$ cat config.mk
export PLATFORM = sky130hd
export DESIGN_NAME = thermo_ramp_gen
export DESIGN_NICKNAME = d
export VERILOG_FILES = /design/src/rtl/thermo_ramp_gen.sv
export SDC_FILE = /design/constraint.sdc
export NUM_CORES = 1
export LEC_CHECK = 0
export CAP_MARGIN = 20
export CORE_MARGIN = 4
export CORE_UTILIZATION = 31
export CTS_BUF_LIST = sky130_fd_sc_hd__clkbuf_8 sky130_fd_sc_hd__clkbuf_16
export DETAILED_ROUTE_END_ITERATION = 16
export MAX_ROUTING_LAYER = met4
export SYNTH_ARGS = -nofsm -noshare
export SYNTH_HDL_FRONTEND = slang
export SYNTH_SLANG_ARGS = --single-unit
$ cat constraint.sdc
create_clock -name clk -period 6.82 [get_ports clk]
set_clock_uncertainty 0.05 [all_clocks]
set_input_delay 1.364 -clock clk [delete_from_list [all_inputs] [get_ports clk]]
set_output_delay 1.364 -clock clk [all_outputs]
set_load 0.05 [all_outputs]
$ cat src/rtl/thermo_ramp_gen.sv
// thermo_ramp_gen: turns a 4-bit level request into a 15-bit thermometer
// code. It walks there one bit per step: bits rise from bit 0 upward and
// fall from the top down, so a ones counter on thermo always reads level.
//
// state | meaning
// ------+---------------------------------------------------------------
// IDLE  | target_ready high; waits for a target handshake
// RAMP  | busy high; one level step every STEP_CYCLES clocks toward tgt_q
// DONE  | done high for one cycle, then back to IDLE
module thermo_ramp_gen #(
   parameter int STEP_CYCLES = 1
) (
   input  logic        clk,
   input  logic        rst_n,
   input  logic [3:0]  target,
   input  logic        target_valid,
   output logic        target_ready,
   output logic [14:0] thermo,
   output logic [3:0]  level,
   output logic        busy,
   output logic        done,
   output logic        dir_up
);

   typedef enum logic [1:0] {
      IDLE = 2'd0,
      RAMP = 2'd1,
      DONE = 2'd2
   } state_t;

   localparam logic [7:0] STEP_TC = 8'(STEP_CYCLES - 1);

   state_t      state;
   logic [3:0]  tgt_q;
   logic [7:0]  timer;
   logic [3:0]  lvl_step;

   // thermo[i] is set exactly when the level is above i
   function automatic logic [14:0] decode(input logic [3:0] lvl);
      logic [14:0] t;
      for (int i = 0; i < 15; i++) begin
         t[i] = (int'(lvl) > i);
      end
      return t;
   endfunction

   // Level one step along the current direction; only used while ramping
   // toward a latched target, so it never leaves 0..15.
   always_comb begin
      lvl_step = dir_up ? (level + 4'd1) : (level - 4'd1);
   end

   // Sequencer: handshake, step timer, level/thermo update and status flags
   always_ff @(posedge clk or negedge rst_n) begin
      if (!rst_n) begin
         state        <= IDLE;
         tgt_q        <= 4'd0;
         timer        <= 8'd0;
         level        <= 4'd0;
         thermo       <= 15'd0;
         busy         <= 1'b0;
         done         <= 1'b0;
         dir_up       <= 1'b1;
         target_ready <= 1'b1;
      end else begin
         case (state)
            IDLE: begin
               if (target_valid) begin
                  tgt_q        <= target;
                  target_ready <= 1'b0;
                  if (target == level) begin
                     state <= DONE;
                     done  <= 1'b1;
                  end else begin
                     state  <= RAMP;
                     busy   <= 1'b1;
                     timer  <= 8'd0;
                     dir_up <= (target > level);
                  end
               end
            end
            RAMP: begin
               if (timer == STEP_TC) begin
                  timer  <= 8'd0;
                  level  <= lvl_step;
                  thermo <= decode(lvl_step);
                  if (lvl_step == tgt_q) begin
                     state <= DONE;
                     busy  <= 1'b0;
                     done  <= 1'b1;
                  end
               end else begin
                  timer <= timer + 8'd1;
               end
            end
            DONE: begin
               state        <= IDLE;
               done         <= 1'b0;
               target_ready <= 1'b1;
            end
            default: begin
               state        <= IDLE;
               busy         <= 1'b0;
               done         <= 1'b0;
               target_ready <= 1'b1;
            end
         endcase
      end
   end

endmodule

# Word-level counts from Yosys, hierarchy flattened

Cells that the tools add are included.

$add $sub $neg: 3
$lt $le $gt $ge: 16
Equality and inequality tests: 9
Multiplexer cells: 22
Bitwise gates (word level): 3
Reductions and logical operators: 11

Operators with widths:

| cell                  | number |
|---|---|
| $gt A4 B4 Y1 const B  | 7 |
| $mux W8               | 3 |
| $gt A4 B3 Y1 const B  | 4 |
| $pmux W8 S2           | 1 |
| $ne A2 B2 Y1 const B  | 5 |
| $mux W1               | 9 |
| $reduce_and A3 Y1     | 3 |
| $add A8 B1 Y8 const B | 1 |
| $eq A4 B4 Y1          | 2 |
| $gt A4 B1 Y1 const B  | 2 |
| $gt A4 B2 Y1 const B  | 2 |
| $logic_not A8 Y1      | 1 |
| $mux W2               | 4 |
| $reduce_and A2 Y1     | 3 |
| $reduce_and A5 Y1     | 1 |
| $add A4 B1 Y4 const B | 1 |
| $gt A4 B4 Y1          | 1 |
| $mux W4               | 1 |
| $pmux W1 S2           | 2 |
| $pmux W2 S2           | 1 |
| $reduce_and A4 Y1     | 1 |
| $sub A4 B1 Y4 const B | 1 |
| $not A1 Y1            | 3 |
| $pmux W1 S3           | 1 |
| other kinds (4)       | 4 |

Register bits after elaboration: 37
Bits of input ports: 7
Output and inout port bits: 23
Logic and storage cells: 73

# Depth between registers and ports, before layout

Gate-level depths: netlist of run 1.

Depth in word-level cells: 6
Mapped depth: 7
Depth with buffers taken out: 7

# Least setup slack after synthesis of run 1

Ideal clock, no wire load.

Path kind: input port to flip-flop
Start point: in target[0]
End point: reg timer[0]
Library setup time: 0.125 ns
Data arrival time: 2.535 ns
Data required time: 6.645 ns
Path slack: 4.110 ns
Stages: 6
Path buffers: 0
Cell sequence: inv_1 > ha_1 > nand4_1 > a21oi_1 > or2_2 > mux2_2

Longest elaborated chain between the ends: 3

Ends and longest elaborated chain:

| item                               | RTL line | source |
|---|---|---|
| from (decl)                        | 15       | `input logic [3:0] target,` |
| $eq A4 B4 Y1                       | 71       | `if (target == level) begin` |
| $ne A2 B2 Y1 (no source line)      | n/a      |  |
| $reduce_and A3 Y1 (no source line) | n/a      |  |
| to (signal assigned)               | 93       | `timer <= timer + 8'd1;` |
| to (decl)                          | 35       | `logic [7:0] timer;` |

Every way passes these cells.
A chain may end at the register's enable or synchronous reset.

# Final worst setup path of run 1

Start point: reg level[0]
End point: out level[0]

RTL lines:

| item                   | RTL line | source |
|---|---|---|
| from (decl)            | 19       | `output logic [3:0] level,` |
| from (signal assigned) | 85       | `level <= lvl_step;` |

No word-level cell between the ends.

==> reports/qor.txt, run 1 <==
fin crit share: 0.467
critical path endpoint category: output port
RSZ-0062 raised after global routing: no
layout cells sized above 1: 0.106
Post-synth EDFFs: 0
yosys warns: 0
Die Wd: 88.8 um
CTS tree: done
initial antenna violation count: 0
post-synthesis sequential area ratio: 0.446
Placer Congestion: 0.795
Die Y: 88.8 um
Largest delay share family, worst path: buffers and inverters
die area: 0.00789 mm2
Final Hold Viols: 0
Total Wirelength: 4.12 mm
Area contributors post-synth: dfrtp_1 (42%), ha_1 (7.4%), nor2_1 (3.5%)
Worst path slowest cell: clkdlybuf4s50_1
area of the core: 0.00635 mm2
Post-Synth Adder-Cell Area: 0.0841
Root Driver: clkbuf_8
initial drt markers: 60
Slew @ Worst Pin: 0.826 ns
post-DR vias/cell: 5.04
final antenna-violating net count: 0
simple-gate portion of the synthesized area: 0.170
largest area contributor in the netlist: dfrtp_1
clk_lat worst skew: 0.28 ns
crit path DAT: 1.77 ns
top cells by count, synth: dfrtp_1 (34), nor2_1 (19), nand2_1 (15), ha_1 (12), inv_1 (11)
clk buf depth: 2
Hold Buf Count CTS: 0
Crit Path Category: flip-flop to output port
relative slew slack: 0.449
number of global-route vias before repair: 1484
postcts setup bufs: 0
clock transition at the registers of the reported paths: 0.07 ns
site row count: 29
Area growth, synth to finish: 22.2%
main combinational cell family by area after synthesis: simple AND/OR/NAND/NOR gates
Min-Delay Path Class: flip-flop to flip-flop
Synth Area in XOR/XNOR: 0.0488
Sink Count: 36
async set-reset flop share out of synthesis: 1.00
total CTS buffers: 5
DRT Pass-1 Iters: 4
diodes inserted: 0
Total Routing Usage GR: 0.118
pin count of the biggest net entering global routing: 37
Bufs and invs on worst path: 1
WP data required: 5.41 ns
synthesized instance count: 197
H-Tree Depth: 2
synthesized area: 0.00202 mm2
io pins: 30
syn nets: 217
effective utilization at floorplan: 0.319
post-synthesis mux area share: 0.0426
core occupancy in the finished layout: 0.390
max-cap violation count: 0
Port Buf Inserts: 29
Distinct cells, synth: 51
Yosys top cell area share: 0.420
average cell area after synthesis: 10.3 um2
Max Slew Vio Count: 0
routed len/inst: 13.6 um
CP Cell Sequence: clkdlybuf4s50_1
# setup viols final: 0
post-synthesis register bit count: 36
crit path max fanout: 12
fin crit period: 3.18 ns
global route overflow: 0
Final #Nets: 246
drc violations: 0
DPL Wire Length: 2.91 mm
outcome: completed
crit start category: flip-flop
most frequent cell after synthesis: dfrtp_1
Compound-Gate Fraction of Synth Area: 0.167
Post-synth top flop: dfrtp_1
cts repair resizes: 0
via count: 1526
Fin Setup TNS: 0 ns
fmax: 0.314 GHz
first-pass GRT wire length: 7.14 mm
Largest stage delay, worst path: 0.89 ns
-- per-stage QoR --
step	hold WS [ns]	cell area, um2	std cells	worst slack [ns]
2_1_floorplan	0.442	2020	197	4.11
3_3_place_gp	0.410	2370	295	3.47
3_5_place_dp	0.419	2370	295	3.45
4_1_cts	0.436	2470	302	3.60
5_1_grt	0.455	2470	303	3.53
6_report	0.425	2470	303	3.64
-- area by class of cell --
type                            instances  area [um2]
Timing Repair Buffer                   31         300
Multi-Input combinational cell        141        1040
Sequential cell                        36         903
Fill cell                             656        3870
Clock buffer                            7        96.3
Tap cell                               77        96.3
Inverter                               11        41.3
-- cell families after synthesis --
family / after synthesis
AOI/OAI and AO/OA: 48
and+or+nand+nor: 64
DFF: 36
xor gates and xnor gates: 8
muxes: 8
buffers and inverters: 20
adders and majority gates: 13
-- final timing paths --
kind | startpoint | end | slack [ns] | cells past startpoint
setup / recovery | level[0]$_DFFE_PN0P_ | level[0] | 3.64 | 1
hold / removal | thermo[11]$_DFFE_PN0P_ | thermo[11]$_DFFE_PN0P_ | 0.43 | 2
setup reg to reg | level[0]$_DFFE_PN0P_ | done$_DFFE_PN0P_ | 4.35 | 6
hold reg to reg | thermo[11]$_DFFE_PN0P_ | thermo[11]$_DFFE_PN0P_ | 0.43 | 2
max in group asynchronous | rst_n | thermo[7]$_DFFE_PN0P_ | 5.07 | 1
min in group asynchronous | rst_n | timer[5]$_DFFE_PN0P_ | 1.13 | 1
-- placed cells by master, fill, tap and decap left out, drive strengths merged, types with 5 or more instances in the layout --
master and n:
clkbuf 7, nor2 19, xnor2 5, a31oi 8
nand2 15, mux2 5, nand3 5, clkdlybuf4s50 28
dfrtp 34, o21ai 6, inv 11, a21oi 7
o31ai 8, ha 12
-- sequential cells by signal, summed over array words and instances, names as in the netlist --
name	count
dir_up	1
busy	1
state	2
tgt_q	4
level	3
thermo	15
timer	8
target_ready	1
done	1
-- layer usage --
metal / GRT usage / wire length, um / vias up
met2: 0.173 / 1820 / 33
li1: - / - / 763
met4: 0.0316 / 51 / 0
met3: 0.0270 / 228 / 7
met5: - / 0 / -
met1: 0.163 / 2030 / 723
Power of run 1 is not shown: default switching activity piles up to over one toggle a cycle in this logic, so the estimate is an artifact.
==> inputs of run 2 (changes only) <==
Clock period 6.82 ns to 3.22 ns, I/O delays scaled along.
==> run 2 against run 1 <==
Effect of this change: clock-buffer cell count unchanged; non-clock buffer count increased by 2; routed wire length increased by 1.8%; sequential share of layout area decreased by 0.22 points; die area unchanged; via count decreased by 1.1%; final cell count increased by 0.66%; core utilization increased by 0.24 points; register-to-register slack got worse by 3.4 ns; critical endpoint is now dir_up.
==> reports/qor.txt, run 2 (synthesis gave the netlist of run 1 again) <==
outcome: completed
hold slack: 0.411 ns
flip-flop and latch area: 903 um2
final antenna-violating net count: 0
Placer Congestion: 0.773
crit start category: flip-flop
layout cells sized above 1: 0.114
fmax: 0.417 GHz
filler cell count: 642
CP Cell Sequence: clkdlybuf4s50_1
initial antenna violation count: 0
global route overflow: 0
Largest delay share family, worst path: buffers and inverters
io pins: 30
Die Y: 88.8 um
max-cap violation count: 0
postcts setup bufs: 0
Hold Buf Count CTS: 0
drc violations: 0
fin crit share: 0.745
leading cell type in the layout, fill and taps excluded: dfrtp_1
Total Routing Usage GR: 0.120
clk_lat worst skew: 0.28 ns
total CTS buffers: 5
Total Wirelength: 4.20 mm
# setup viols final: 0
Bufs and invs on worst path: 1
site row count: 29
clock transition at the registers of the reported paths: 0.07 ns
crit path DAT: 1.70 ns
Post-Layout Cell Count: 305
initial drt markers: 50
Crit Path Category: flip-flop to output port
Largest stage delay, worst path: 0.82 ns
placed cells: 298
multi-input logic area: 0.00104 mm2
via count: 1509
max FFs per register: 15
Largest Register: thermo
most frequent cells in the layout: dfrtp_1 (34), clkdlybuf4s50_1 (28), nor2_1 (19), nand2_1 (15), ha_1 (12)
DRT Pass-1 Iters: 4
Final #Nets: 248
critical path endpoint category: output port
Slew @ Worst Pin: 0.839 ns
pin count of the biggest net entering global routing: 37
Max Slew Vio Count: 0
Worst path slowest cell: clkdlybuf4s50_1
Min-Delay Path Class: primary input to asynchronous set/reset pin
Fin Setup TNS: 0 ns
Area growth, synth to finish: 23.0%
H-Tree Depth: 2
relative slew slack: 0.441
Die Wd: 88.8 um
diodes inserted: 0
first-pass GRT wire length: 7.20 mm
effective utilization at floorplan: 0.319
fin crit period: 2.40 ns
DPL Wire Length: 3.02 mm
post-DR vias/cell: 4.95
routed len/inst: 13.8 um
Sink Count: 36
area of the core: 0.00635 mm2
die area: 0.00789 mm2
crit path max fanout: 6
Root Driver: clkbuf_8
number of global-route vias before repair: 1547
CTS tree: done
WP data required: 2.53 ns
biggest regs: thermo (15), timer (8), tgt_q (4)
final instance area: 0.00249 mm2
Port Buf Inserts: 29
clk buf depth: 2
Final Hold Viols: 0
placed inst area: 0.00239 mm2
RSZ-0062 raised after global routing: no
cts repair resizes: 0
[run 2: final timing paths]
kind | slack (ns) | from | cells after the start | end
setup / recovery | 0.82 | dir_up$_DFFE_PN1P_ | 1 | dir_up
hold / removal | 0.41 | rst_n | 1 | timer[5]$_DFFE_PN0P_
setup reg to reg | 0.92 | dir_up$_DFFE_PN1P_ | 6 | done$_DFFE_PN0P_
hold reg to reg | 0.43 | thermo[10]$_DFFE_PN0P_ | 2 | thermo[10]$_DFFE_PN0P_
max in group asynchronous | 2.19 | rst_n | 1 | thermo[12]$_DFFE_PN0P_
min in group clk | 0.43 | thermo[10]$_DFFE_PN0P_ | 2 | thermo[10]$_DFFE_PN0P_
[run 2: metrics by stage]
step | util | setup slack, ns
2_1_floorplan | - | 0.683
3_3_place_gp | 0.377 | 0.600
3_5_place_dp | 0.377 | 0.551
4_1_cts | 0.392 | 0.809
5_1_grt | 0.392 | 0.733
6_report | 0.392 | 0.822
[run 2: routing by layer]
metal	global-route usage	share of wire	vias up
li1	-	-	764
met1	0.151	0.49	707
met5	-	0	-
met4	0.0412	0.013	0
met2	0.184	0.44	31
met3	0.0345	0.054	7
[run 2: cell type report]
cell class                 count  area share
multi-input combinational    141       0.417
sequential                    36       0.363
inverter                      11      0.0166
tap                           77      0.0387
clock buffer                   7      0.0387
timing repair buffer          33       0.127
Power of run 2 is left out for the same reason.
